==> src/rtl/mem_stage_if.sv <==
// Line-based memory port of the memory-access stage: the stage issues line reads
// and word write-throughs, and the memory answers with mem_ready (plus a fill line on reads).
interface mem_stage_if #(
  parameter int WORD_SIZE = 32
);
  logic                     mem_req;
  logic                     mem_we;
  logic [WORD_SIZE-1:0]     mem_addr;
  logic [WORD_SIZE-1:0]     mem_wdata;
  logic                     mem_ready;
  logic [4*WORD_SIZE-1:0]   mem_rdata;

  modport master (output mem_req, mem_we, mem_addr, mem_wdata, input mem_ready, mem_rdata);
  modport slave  (input mem_req, mem_we, mem_addr, mem_wdata, output mem_ready, mem_rdata);
endinterface

==> src/rtl/mem_stage.sv <==
// Memory-access pipeline stage with a direct-mapped, write-through, no-write-allocate
// data cache; blocks on load misses and store write-throughs.
module mem_stage #(
  parameter int                       WORD_SIZE       = 32,
  parameter int                       INSTR_TYPE_SZ   = 2,
  parameter int                       ROB_ENTRY_WIDTH = 3,
  parameter logic [INSTR_TYPE_SZ-1:0] TYPE_LOAD       = INSTR_TYPE_SZ'(1),
  parameter logic [INSTR_TYPE_SZ-1:0] TYPE_STORE      = INSTR_TYPE_SZ'(2),
  parameter int                       LINES           = 4
) (
  input  logic                       clk,
  input  logic                       reset,
  input  logic                       valid_in,
  input  logic [INSTR_TYPE_SZ-1:0]   instruction_type_in,
  input  logic [WORD_SIZE-1:0]       pc_in,
  input  logic [WORD_SIZE-1:0]       addr_in,
  input  logic [WORD_SIZE-1:0]       store_data_in,
  input  logic [ROB_ENTRY_WIDTH-1:0] rob_id_in,
  input  logic                       stall_in,
  output logic                       stall_out,
  output logic                       valid_out,
  output logic [INSTR_TYPE_SZ-1:0]   instruction_type_out,
  output logic [WORD_SIZE-1:0]       pc_out,
  output logic [ROB_ENTRY_WIDTH-1:0] rob_id_out,
  output logic [WORD_SIZE-1:0]       aluResult_out,
  output logic                       exception_out,
  output logic [WORD_SIZE-1:0]       virtual_addr_exception_out,
  mem_stage_if.master                mem
);

  localparam int IDX_W = $clog2(LINES);
  localparam int TAG_W = WORD_SIZE - 4 - IDX_W;

  typedef enum logic [1:0] {
    IDLE       = 2'd0,
    MISS_WAIT  = 2'd1,
    STORE_WAIT = 2'd2,
    DONE       = 2'd3
  } state_t;

  state_t                          state_r;
  logic                            mem_req_r;
  logic                            mem_we_r;
  logic                            line_valid_r [LINES];
  logic [TAG_W-1:0]                line_tag_r   [LINES];
  logic [3:0][WORD_SIZE-1:0]       line_data_r  [LINES];

  logic [IDX_W-1:0]     index_s;
  logic [TAG_W-1:0]     tag_s;
  logic [1:0]           offset_s;
  logic                 is_load_s;
  logic                 is_store_s;
  logic                 misaligned_s;
  logic                 hit_s;
  logic                 fill_s;
  logic                 store_upd_s;
  logic [WORD_SIZE-1:0] hit_word_s;

  assign index_s      = addr_in[4 +: IDX_W];
  assign tag_s        = addr_in[WORD_SIZE-1 -: TAG_W];
  assign offset_s     = addr_in[3:2];
  assign is_load_s    = (instruction_type_in == TYPE_LOAD);
  assign is_store_s   = (instruction_type_in == TYPE_STORE);
  assign misaligned_s = (is_load_s | is_store_s) & (addr_in[1:0] != 2'b00);
  assign hit_s        = line_valid_r[index_s] & (line_tag_r[index_s] == tag_s);
  assign hit_word_s   = line_data_r[index_s][offset_s];

  // Reset wins over mem_ready so a response landing on the reset cycle never fills.
  assign fill_s      = (state_r == MISS_WAIT)  & mem.mem_ready & ~reset;
  assign store_upd_s = (state_r == STORE_WAIT) & mem.mem_ready & hit_s & ~reset;

  assign mem.mem_req   = mem_req_r;
  assign mem.mem_we    = mem_we_r;
  assign mem.mem_addr  = mem_we_r ? addr_in : {addr_in[WORD_SIZE-1:4], 4'b0000};
  assign mem.mem_wdata = store_data_in;

  assign instruction_type_out = instruction_type_in;
  assign pc_out               = pc_in;
  assign rob_id_out           = rob_id_in;

  // Control FSM; the memory request lines are registered Moore outputs of it.
  always_ff @(posedge clk) begin
    if (reset) begin
      state_r   <= IDLE;
      mem_req_r <= 1'b0;
      mem_we_r  <= 1'b0;
    end else begin
      case (state_r)
        IDLE: begin
          if (valid_in && !misaligned_s && is_load_s && !hit_s) begin
            state_r   <= MISS_WAIT;
            mem_req_r <= 1'b1;
            mem_we_r  <= 1'b0;
          end else if (valid_in && !misaligned_s && is_store_s) begin
            state_r   <= STORE_WAIT;
            mem_req_r <= 1'b1;
            mem_we_r  <= 1'b1;
          end
        end
        MISS_WAIT: begin
          if (mem.mem_ready) begin
            state_r   <= IDLE;
            mem_req_r <= 1'b0;
          end
        end
        STORE_WAIT: begin
          if (mem.mem_ready) begin
            state_r   <= DONE;
            mem_req_r <= 1'b0;
            mem_we_r  <= 1'b0;
          end
        end
        DONE: begin
          if (!stall_in) begin
            state_r <= IDLE;
          end
        end
        default: begin
          state_r   <= IDLE;
          mem_req_r <= 1'b0;
          mem_we_r  <= 1'b0;
        end
      endcase
    end
  end

  // Line valid bits and tags; only a completed fill allocates.
  always_ff @(posedge clk) begin
    if (reset) begin
      for (int i = 0; i < LINES; i++) begin
        line_valid_r[i] <= 1'b0;
      end
    end else if (fill_s) begin
      line_valid_r[index_s] <= 1'b1;
      line_tag_r[index_s]   <= tag_s;
    end
  end

  // Line data: whole-line fill on a miss, single-word update on a store hit.
  always_ff @(posedge clk) begin
    if (fill_s) begin
      line_data_r[index_s] <= mem.mem_rdata;
    end else if (store_upd_s) begin
      line_data_r[index_s][offset_s] <= store_data_in;
    end
  end

  // Completion, stall and exception outputs presented to the M/WB register.
  always_comb begin
    valid_out                  = 1'b0;
    stall_out                  = 1'b0;
    aluResult_out              = addr_in;
    exception_out              = 1'b0;
    virtual_addr_exception_out = {WORD_SIZE{1'b0}};
    case (state_r)
      IDLE: begin
        if (!valid_in) begin
          stall_out = 1'b0;
        end else if (misaligned_s) begin
          valid_out                  = 1'b1;
          stall_out                  = stall_in;
          exception_out              = 1'b1;
          virtual_addr_exception_out = addr_in;
        end else if (!is_load_s && !is_store_s) begin
          valid_out = 1'b1;
          stall_out = stall_in;
        end else if (is_load_s && hit_s) begin
          valid_out     = 1'b1;
          stall_out     = stall_in;
          aluResult_out = hit_word_s;
        end else begin
          stall_out = 1'b1;
        end
      end
      MISS_WAIT, STORE_WAIT: begin
        stall_out = 1'b1;
      end
      DONE: begin
        valid_out = 1'b1;
        stall_out = stall_in;
      end
      default: begin
        stall_out = 1'b1;
      end
    endcase
  end

endmodule

==> src/flat_wrapper.sv <==
// flat-port wrapper written by rule: the top's interface ports become plain ports
module mem_stage_flat 
#(
  parameter int                       WORD_SIZE       = 32,
  parameter int                       INSTR_TYPE_SZ   = 2,
  parameter int                       ROB_ENTRY_WIDTH = 3,
  parameter logic [INSTR_TYPE_SZ-1:0] TYPE_LOAD       = INSTR_TYPE_SZ'(1),
  parameter logic [INSTR_TYPE_SZ-1:0] TYPE_STORE      = INSTR_TYPE_SZ'(2),
  parameter int                       LINES           = 4
)
  (clk, reset, valid_in, instruction_type_in, pc_in, addr_in, store_data_in, rob_id_in, stall_in, stall_out, valid_out, instruction_type_out, pc_out, rob_id_out, aluResult_out, exception_out, virtual_addr_exception_out, mem_mem_req, mem_mem_we, mem_mem_addr, mem_mem_wdata, mem_mem_ready, mem_mem_rdata);
  mem_stage_if #(.WORD_SIZE(WORD_SIZE)) mem_i ();
  input  logic clk;
  input  logic reset;
  input  logic valid_in;
  input  logic [INSTR_TYPE_SZ-1:0] instruction_type_in;
  input  logic [WORD_SIZE-1:0] pc_in;
  input  logic [WORD_SIZE-1:0] addr_in;
  input  logic [WORD_SIZE-1:0] store_data_in;
  input  logic [ROB_ENTRY_WIDTH-1:0] rob_id_in;
  input  logic stall_in;
  output logic stall_out;
  output logic valid_out;
  output logic [INSTR_TYPE_SZ-1:0] instruction_type_out;
  output logic [WORD_SIZE-1:0] pc_out;
  output logic [ROB_ENTRY_WIDTH-1:0] rob_id_out;
  output logic [WORD_SIZE-1:0] aluResult_out;
  output logic exception_out;
  output logic [WORD_SIZE-1:0] virtual_addr_exception_out;
  output wire logic [$bits(mem_i.mem_req)-1:0] mem_mem_req;
  output wire logic [$bits(mem_i.mem_we)-1:0] mem_mem_we;
  output wire logic [$bits(mem_i.mem_addr)-1:0] mem_mem_addr;
  output wire logic [$bits(mem_i.mem_wdata)-1:0] mem_mem_wdata;
  input wire logic [$bits(mem_i.mem_ready)-1:0] mem_mem_ready;
  input wire logic [$bits(mem_i.mem_rdata)-1:0] mem_mem_rdata;
  assign mem_mem_req = mem_i.mem_req;
  assign mem_mem_we = mem_i.mem_we;
  assign mem_mem_addr = mem_i.mem_addr;
  assign mem_mem_wdata = mem_i.mem_wdata;
  assign mem_i.mem_ready = mem_mem_ready;
  assign mem_i.mem_rdata = mem_mem_rdata;
  mem_stage #(.WORD_SIZE(WORD_SIZE), .INSTR_TYPE_SZ(INSTR_TYPE_SZ), .ROB_ENTRY_WIDTH(ROB_ENTRY_WIDTH), .TYPE_LOAD(TYPE_LOAD), .TYPE_STORE(TYPE_STORE), .LINES(LINES)) u_core (.clk(clk), .reset(reset), .valid_in(valid_in), .instruction_type_in(instruction_type_in), .pc_in(pc_in), .addr_in(addr_in), .store_data_in(store_data_in), .rob_id_in(rob_id_in), .stall_in(stall_in), .stall_out(stall_out), .valid_out(valid_out), .instruction_type_out(instruction_type_out), .pc_out(pc_out), .rob_id_out(rob_id_out), .aluResult_out(aluResult_out), .exception_out(exception_out), .virtual_addr_exception_out(virtual_addr_exception_out), .mem(mem_i));
endmodule
==> config.mk <==
export PLATFORM = sky130hd
export DESIGN_NAME = mem_stage_flat
export DESIGN_NICKNAME = d
export VERILOG_FILES = /design/src/rtl/mem_stage_if.sv /design/src/rtl/mem_stage.sv /design/src/flat_wrapper.sv
export SDC_FILE = /design/constraint.sdc
export NUM_CORES = 1
export LEC_CHECK = 0
export BUFFER_PORTS_ARGS = -buffer_cell sky130_fd_sc_hd__buf_2
export CAP_MARGIN = 20
export CORE_ASPECT_RATIO = 1.2
export CORE_MARGIN = 2
export CORE_UTILIZATION = 58
export DETAILED_ROUTE_END_ITERATION = 10
export GPL_TIMING_DRIVEN = 0
export HOLD_SLACK_MARGIN = 0.08
export PLACE_DENSITY = 0.92
export SYNTH_ARGS = -nofsm -noshare
export SYNTH_HDL_FRONTEND = slang
export SYNTH_SLANG_ARGS = --single-unit
==> constraint.sdc <==
create_clock -name clk -period 12.2 [get_ports clk]
set_input_delay 0.61 -clock clk [delete_from_list [all_inputs] [get_ports clk]]
set_output_delay 0.61 -clock clk [all_outputs]
set_load 0.01 [all_outputs]
==> flow_results.org, run 1 <==
** Setup path
- Cell-by-cell trace of the critical path :: buf_2 > buf_4 > buf_2 > mux4_2 > xnor2_1 > nand4_1 > nor2_1 > nand4b_2 > nor4_2 > buf_4 > buf_2 > nor2_1 > nor3_2 > buf_6
- For flop-to-flop paths, the worst setup slack is 7010 ps.
- Cell at the slowest stage of the critical path :: sky130_fd_sc_hd__nor3_2
- The critical path starts at addr_in[4].
- Critical path destination :: u_core.line_data_r[0][23]$_DFFE_PP_
- In this design, the stage delay of the slowest critical-path cell is 820 ps.
- Worst-case reg-to-reg path depth :: 11
- Endpoint class of the critical path :: flip-flop
- The critical path in this run is classified as in -> reg.
- Launching point of the worst reg2reg path :: u_core.line_tag_r[3][8]$_DFFE_PP_
- The worst setup path is launched from an input pin.
- In this run the worst path has a maximum fanout of 10.
- Cell repeated most along the worst path :: sky130_fd_sc_hd__buf_2
- In this run the critical register-to-register path is captured at u_core.line_data_r[0][23]$_DFFE_PP_.
- Worst EP arrival :: 5670 ps
- Required time at the endpoint of the critical path :: 12490 ps

** Power
- In this run switching power makes up 23.69% of total power.
- IR analysis of the VDD net gives a maximum drop of 0.1152 mV.
- Switching power summed over all nets :: 0.001087 W
- Dividing total power by cell area gives a power density of 143.1 nW/um^2.
- In this run, the combinational gates consume 11.2% of the power.
- Leakage component of the power :: 11.29 nW
- The share of total power dissipated in the clock network is 36.1%.
- Reg power frac :: 52.7%
- The internal portion of the total power is 0.003502 W.

** Route
- The detailed router put a total of 25600 microns of wire on met1.
- Met2 WL :: 41280 microns
- In the routed design, unresolved DRC markers number 0.
- After detailed routing, the average wire length per cell comes to 33.31 microns.
- Routed vias/inst :: 6.700
- Detailed-router iteration count before antenna repair :: 6
- Routed signal wires occupy layers up through met5.
- For this block, the routed nets add up to 82640 microns of wire.
- For this block, the initial DRC count from the detailed router was 2237.
- Wire length on met3 :: 10260 microns
- In this run the remaining antenna-violating nets after routing total 0.
- The routed layout has 16.62k vias.

** Die
- The die is 240.6 microns tall.
- Row Count :: 86
- The die covers 48390 sq um.
- Standard cell core area :: 45950 sq um
- In this run the count of I/O pins placed on the die edge is 404.
- The initial utilization of the core area, before any placement, comes to 58.87%.
- Measured along the x axis, the die boundary spans 201.1 microns.

** Synthesis
- In the post-synthesis netlist, the cell with the most instances is sky130_fd_sc_hd__edfxtp_1.
- Yosys mapped a number of flops with a built-in enable equal to 620.
- Of the post-synthesis cell area, the dominant cell type holds 68.83%.
- Average cell area after synthesis :: 19.90 sq um
- Number of warnings reported in the yosys synthesis log :: 0
- Of all flip-flops after synthesis, the portion carrying an async set or reset was 0%.
- Mapped Nets :: 1600
- Number of storage elements in the synthesis netlist :: 624
- The commonest cells after synthesis are sky130_fd_sc_hd__edfxtp_1, sky130_fd_sc_hd__mux4_2, sky130_fd_sc_hd__mux2_2.
- Most area-hungry cell type in the Yosys netlist :: sky130_fd_sc_hd__edfxtp_1
- Count of distinct cell types in the synthesized netlist :: 53
- Post-Syn Area :: 27050 sq um
- After synthesis, flip-flops and latches occupy 69.12% of the total area.
- Yosys attributes the largest share of cell area to sky130_fd_sc_hd__edfxtp_1, sky130_fd_sc_hd__mux4_2, sky130_fd_sc_hd__mux2_2.
- In the synthesized netlist, the number of instances is 1359.
- In the synthesized netlist the dominant register cell turns out to be sky130_fd_sc_hd__edfxtp_1.

** Clock network
- The number of setup buffers added after CTS is 0.
- For this design, the sink count on the clock tree is 624.
- Clock transition at the registers of the reported paths :: 80 ps
- TritonCTS built the clock tree.
- Number of H-tree levels :: 2
- After clock tree synthesis, the flow added hold-fix buffers numbering 0.
- Clock buffers created by TritonCTS :: 53
- Post_cts resized :: 0
- Clock Latency Late Sink :: 600 ps
- The tree is rooted in a sky130_fd_sc_hd__clkbuf_16.
- Max Buffers Root-to-Sink :: 3

** Cells and area
- After filler insertion, the fill cell instance count of the layout stands at 2619.
- Fraction of final layout cells sized beyond drive strength 1 :: 51.34%
- Compared with the post-synthesis result, the final layout area differs by 18.61%.
- Fin nets :: 2062

** STA
- Final setup skew :: 17.57 ps
- Slew of the pin with the lowest slew margin :: 1144 ps
- The worst path in the final design needs a cycle of 5375 ps, including I/O delays and setup.
- After layout, the worst path uses 44.06% of the clock period.
- The worst pin sits at a relative slew slack of 23.73%.
- For the final routed database, the setup TNS stands at 0 ps.
- Final Hold Fails :: 0
- On the final layout, the worst hold slack is 259.9 ps.
- The count of final max-slew check failures was 0.
- Setup repair after global routing missed its margin :: false
- Setup violations remaining at the end of the flow were counted as 0.
- Achievable Freq :: 186.0 MHz

** Placement
- Routability-driven placement finished with a final weighted congestion of 0.8873.
- During placement, the flow inserted port buffers numbering 365.
- Once detailed placement completed, the half-perimeter wirelength came to 54670 microns.

** GRT
- The via count of the first global-routing pass is 16.46k.
- Total Routing Usage GR :: 33.67%
- Global routing finished with a remaining overflow of 0.
- Largest net degree at the start of global routing :: 26
- The first global-routing pass estimated 114200 microns of wire.
- The number of antenna violations at the first check in global routing is 8.

** Run status
- The flow ran to the end, and the final reports show no timing, DRC or antenna violations.

** Worst hold path
- Class of the worst hold path :: in -> reg
- Hold Crit Start :: reset

** Run
- Across the run, the number of max-cap violations was 0.
-- worst min path at each step --
stage,to,cells after the start
2_1_floorplan,u_core.mem.mem_req$_SDFFE_PP0P_,2
3_3_place_gp,u_core.mem.mem_req$_SDFFE_PP0P_,2
3_5_place_dp,u_core.mem.mem_req$_SDFFE_PP0P_,2
4_1_cts,u_core.mem.mem_req$_SDFFE_PP0P_,2
5_1_grt,u_core.mem.mem_we$_SDFFE_PP0P_,2
6_report,u_core.mem.mem_we$_SDFFE_PP0P_,2
-- layout by cell type (no fill, tap or decap), types with 4 or more instances in the layout --
cell / synthesis / layout
sky130_fd_sc_hd__a21oi_1: 6 / 6
sky130_fd_sc_hd__and2_1: 34 / 34
sky130_fd_sc_hd__buf_1: 11 / 11
sky130_fd_sc_hd__buf_12: 0 / 6
sky130_fd_sc_hd__buf_16: 0 / 6
sky130_fd_sc_hd__buf_2: 17 / 382
sky130_fd_sc_hd__buf_4: 99 / 102
sky130_fd_sc_hd__buf_6: 7 / 23
sky130_fd_sc_hd__buf_8: 0 / 11
sky130_fd_sc_hd__clkbuf_1: 29 / 44
sky130_fd_sc_hd__clkbuf_16: 0 / 54
sky130_fd_sc_hd__clkinv_1: 0 / 11
sky130_fd_sc_hd__clkinv_2: 0 / 4
sky130_fd_sc_hd__dfxtp_1: 4 / 4
sky130_fd_sc_hd__edfxtp_1: 620 / 620
sky130_fd_sc_hd__ha_1: 7 / 7
sky130_fd_sc_hd__inv_1: 16 / 16
sky130_fd_sc_hd__mux2_2: 143 / 143
sky130_fd_sc_hd__mux2_4: 12 / 12
sky130_fd_sc_hd__mux2i_1: 26 / 26
sky130_fd_sc_hd__mux4_2: 173 / 173
sky130_fd_sc_hd__nand2_1: 17 / 17
sky130_fd_sc_hd__nand3_1: 7 / 7
sky130_fd_sc_hd__nand4_1: 5 / 5
sky130_fd_sc_hd__nor2_1: 29 / 14
sky130_fd_sc_hd__nor2_4: 0 / 12
sky130_fd_sc_hd__nor3_1: 11 / 6
sky130_fd_sc_hd__nor3_2: 1 / 6
sky130_fd_sc_hd__o21ai_0: 15 / 15
sky130_fd_sc_hd__xnor2_1: 22 / 22
-- state kept, by name (all words and copies together), names as in the netlist --
name                 flops
u_core.line_valid_r      4
u_core.mem.mem_we        1
u_core.state_r           2
u_core.line_tag_r      104
u_core.mem.mem_req       1
u_core.line_data_r     512
-- critical path, delay by kind of cell --
family | cells | cell delay [ps]
XOR/XNOR | 1 | 310
AND/OR/NAND/NOR | 6 | 2500
multiplexers | 1 | 560
buffers and inverters | 6 | 1670
-- per-stage QoR --
stage / cells / total power, W / utilization (%) / area [sq um] / worst slack [ps]
6_report: 2481 / 0.004590 / 69.83 / 32080 / 6825
5_1_grt: 2480 / 0.004686 / 69.82 / 32080 / 6724
4_1_cts: 2470 / 0.004569 / 69.57 / 31960 / 6908
3_5_place_dp: 2374 / 0.002955 / 65.97 / 30310 / 6501
3_3_place_gp: 2340 / 0.002915 / 64.53 / 29650 / 2514
2_1_floorplan: 1359 / 0.002739 / - / 27050 / 6522
-- area by class of cell --
cell class	count	area, sq um	area share [%]
Antenna cell	3	7.507	0.02340
Buffer	163	1057	3.295
Clock buffer	69	1408	4.387
Clock inverter	27	245.2	0.7644
Inverter	17	63.81	0.1989
Multi-Input combinational cell	555	7353	22.92
Sequential cell	624	18700	58.28
Tap cell	616	770.7	2.402
Timing Repair Buffer	407	2480	7.730
-- layer usage --
layer,GRT usage (%),up-vias
met5,0,-
met3,7.669,357
met1,40.40,8192
met4,19.98,8
li1,-,6357
met2,56.57,1709
-- kinds of logic (layout without fill, tap and decap cells) --
| kind of cell | after synthesis | in the layout | synth area share [%] |
|---|---|---|---|
| XOR/XNOR | 24 | 24 | 0.7771 |
| AO/OA/AOI/OAI | 48 | 48 | 1.207 |
| multiplexers | 355 | 355 | 22.03 |
| other | 0 | 3 | 0 |
| AND/OR/NAND/NOR | 121 | 121 | 2.396 |
| buffers and inverters | 180 | 683 | 4.144 |
| adder cells (fa/ha/maj) | 7 | 7 | 0.3238 |
| flip-flops | 624 | 624 | 69.12 |
-- power by group through the flow --
stage / Combinational (W) / Sequential (W) / Clock (W)
global placement: 0.000453 / 0.00246 / 0
detailed placement: 0.000493 / 0.00246 / 0
global route: 0.000540 / 0.00242 / 0.00173
finish: 0.000515 / 0.00242 / 0.00166
CTS: 0.000502 / 0.00242 / 0.00165
floorplan: 0.000280 / 0.00246 / 0
Note: power is estimated with default switching activity, not from simulation.
==> run 2: changes to the inputs <==
CORE_UTILIZATION = 52   (was 58)
PLACE_DENSITY = 0.88   (was 0.92)
clock period = 4.6 ns   (was 12.2 ns; I/O delays follow)
==> run 2 against run 1 <==
Effect of this change:
- global-route usage down 0.77 points
- power grew to 2.8 times the previous value
- sequential power rose to 2.6 times the previous value
- highest routed layer unchanged
- clock skew is 14 ps higher
- register-to-register slack worse by 7000 ps
- critical endpoint is now u_core.line_data_r[2][76]$_DFFE_PP_
- flip-flop and latch count is the same
- core utilization shrank 2.5 points
- die area grew 11%
- largest cell class unchanged
- count of clock-buffer cells in the layout rose by 1
- combinational power grew to 3.0 times the previous value
==> flow_results.org, run 2 (synthesis gave the netlist of run 1 again) <==
** Die
- The die extent in y is 253.8 microns (+5.5%).
- Row Count :: 91 (+5.8%)
- Standard cell core area :: 51350 sq um (+12%)
- The horizontal die dimension came to 212.2 microns (+5.5%).
- Area enclosed by the die boundary :: 53870 sq um (+11%)
- I/O pin count :: 404 (unchanged)
- The starting utilization of the core area is 52.68% (-6.2 points).

** Power
- Power Dens Cells :: 369.3 nW/um^2 (+160%)
- IR drop worst, VDD :: 0.2836 mV (+150%)
- The cell leakage power is 12.29 nW (+8.9%).

** GRT
- The number of antenna violations at the first check in global routing is 5 (-3).
- The aggregate global-route resource usage was 32.89% (-0.77 points).
- The via count of the first global-routing pass came to 17.83k (+8.3%).
- The pin count of the biggest net entering global routing came to 27 (+3.8%).
- The overall overflow remaining after global route came to 0 (unchanged).
- First-pass GRT wire length :: 123700 microns (+8.3%)

** Clock network
- Clock tree from TritonCTS :: done
- The number of clock sinks seen by CTS is 624 (unchanged).
- Clock transition at the registers of the reported paths :: 70 ps (about the same)
- Clock tree synthesis selected as its root buffer the cell sky130_fd_sc_hd__clkbuf_16.
- Clock Latency Late Sink :: 630 ps (+30 ps)
- Number of H-tree levels :: 2 (unchanged)
- Clock buffers created by TritonCTS :: 55 (+3.8%)
- The worst-case clock buffer depth is 3 (unchanged).

** Placement
- The final weighted congestion in routability-driven placement is 0.8424 (-5.1%).
- The detailed placer's ending HPWL came to 54150 microns (-0.96%).
- Worst slack at placement :: -506.8 ps (-7008 ps)
- The number of input and output port buffers inserted was 365 (unchanged).

** Setup path
- The critical path is of the reg -> reg type.
- In this run the critical register-to-register path is launched from u_core.line_tag_r[0][9]$_DFFE_PP_.
- Worst EP arrival :: 4860 ps (-810 ps)
- The worst-case reg-to-reg path depth is 10 (-1).
- Max Fanout on Critical Path :: 20 (+10)
- The worst setup path is launched from a flip-flop.
- STA classifies the critical path endpoint as a flip-flop.
- The critical path data required time was 4910 ps (-7580 ps).
- Register-to-register setup slack :: 60 ps (-6950 ps)
- The endpoint identified for the worst register-to-register timing path is u_core.line_data_r[2][76]$_DFFE_PP_.

** Route
- Detailed-router iteration count before antenna repair :: 7 (+1)
- Total number of vias :: 17.74k (+6.7%)
- The number of antenna-violating nets in the routed design came to 0 (unchanged).
- DRT iter0 DRCs :: 2318 (+3.6%)
- The via density per instance is 6.402 (-4.4%).
- The detailed-route DRC error count is 0 (unchanged).
- The routed wire length is 90800 microns (+9.9%).
- Detail-routed net length per standard cell :: 32.77 microns (-1.6%)

** STA
- The worst clock skew on the final layout came to 31.11 ps (+13.54 ps).
- Final period util :: 98.75%
- The setup-violating endpoint count in the final report is 0 (unchanged).
- The routed design could run at a clock period as short as 4543 ps.
- Max-slew headroom at the worst pin :: 19.08% (-4.6 points)
- The worst hold slack across all endpoints was 90.56 ps (-169.3 ps).
- Achievable Freq :: 220.1 MHz
- Post-route worst setup slack :: 57.34 ps (-6767 ps)
- Final Hold Fails :: 0 (unchanged)
- Count of pins over their slew limit :: 0 (unchanged)
- Slew of the pin with the lowest slew margin :: 1209 ps (+65.26 ps)

** Cells and area
- The largest registers in the layout are u_core.line_data_r: 512 flops, u_core.line_tag_r: 104 flops, u_core.line_valid_r: 4 flops.
- The share of cells above drive strength 1 was 46.54% (-4.8 points).
- u_core.line_data_r holds more flip-flops than any other register.
- The area growth from synthesis to layout is 27.83%.
- Most common cell after layout, fill and taps aside :: sky130_fd_sc_hd__edfxtp_1
- The number of flip-flops in the largest register was 512 (unchanged).
- Fin nets :: 2266 (+9.9%)
- The library cells used most frequently in the layout, excluding fill and tap cells, are sky130_fd_sc_hd__edfxtp_1, sky130_fd_sc_hd__buf_2, sky130_fd_sc_hd__dlygate4sd3_1.

** Run status
- Result of the run :: complete, no violations

** Worst hold path
- In this run the most critical hold path is launched from mem_mem_rdata[71].
- The min-delay analysis places its worst path in the category in -> reg.
- Worst min-delay path endpoint :: u_core.line_data_r[1][71]$_DFFE_PP_
- Hold Crit Depth :: 2 (unchanged)

** Run
- Number of max-cap violations :: 0 (unchanged)
==> run 2: per-stage QoR <==
stage | setup TNS (ps) | util (%) | instance area [sq um] | instances | total power, W
6_report | 0 | 67.34 | 34580 | 2771 | 0.01277
5_1_grt | -9517 | 67.32 | 34570 | 2768 | 0.01299
4_1_cts | 0 | 67.05 | 34430 | 2758 | 0.01261
3_5_place_dp | -107170 | 59.32 | 30460 | 2446 | 0.007842
3_3_place_gp | -1308370 | 57.97 | 29770 | 2421 | 0.007737
2_1_floorplan | 0 | - | 27070 | 1359 | 0.007266
==> run 2: how the worst max path moves through the flow <==
stage | depth (start not counted) | slack, ps | to | start
global placement | 12 | -2900 | u_core.line_data_r[1][50]$_DFFE_PP_ | addr_in[4]
detailed placement | 13 | -510 | u_core.line_data_r[0][50]$_DFFE_PP_ | addr_in[4]
CTS | 10 | 40 | aluResult_out[25] | u_core.line_tag_r[0][8]$_DFFE_PP_
finish | 10 | 60 | u_core.line_data_r[2][76]$_DFFE_PP_ | u_core.line_tag_r[0][9]$_DFFE_PP_
global route | 11 | -110 | u_core.line_data_r[0][70]$_DFFE_PP_ | u_core.line_tag_r[0][9]$_DFFE_PP_
floorplan | 11 | 180 | u_core.line_data_r[1][64]$_DFFE_PP_ | addr_in[4]
==> run 2: worst max-delay path, stage by stage (launching register included) <==
cell                        delay, ps
sky130_fd_sc_hd__edfxtp_1         370
sky130_fd_sc_hd__mux2_4           280
sky130_fd_sc_hd__a222oi_1         470
sky130_fd_sc_hd__nand3_1          160
sky130_fd_sc_hd__a2111oi_2        460
sky130_fd_sc_hd__nand4b_4         280
sky130_fd_sc_hd__or4_1            580
sky130_fd_sc_hd__buf_2            250
sky130_fd_sc_hd__and2_1           330
sky130_fd_sc_hd__nor2_4           800
sky130_fd_sc_hd__buf_16           250
==> run 2: layer usage <==
layer  share of wire (%)  GRT usage (%)
met3                  11          6.871
met5               0.014              0
met1                  32          39.10
met4                 7.3          20.42
met2                  49          55.10
==> run 2: layout make-up <==
type	count	area, sq um
sequential	624	18700
fill	3051	16770
multi-input combinational	555	7411
timing repair buffer	609	4652
clock buffer	70	1433
buffer	163	1060
tap	697	872.1
clock inverter	31	375.4
inverter	17	63.81
antenna	5	12.51
==> run 2: report_power, final <==
| group | switching, W | internal (W) |
|---|---|---|
| clock network | 0.00218 | 0.00263 |
| registers | 0.0000441 | 0.00637 |
| logic | 0.000847 | 0.000701 |
| total | 0.00307 | 0.00970 |
==> run 2: timing repair <==
item                                    4_1_cts  5_1_grt
buffers inserted                              9        0
cloned                                        0        0
hold buffers                                202        0
gates resized for setup                       0        3
endpoints found under the hold margin       616        0
pin swaps                                     5        0
endpoints found under the setup margin      100      157
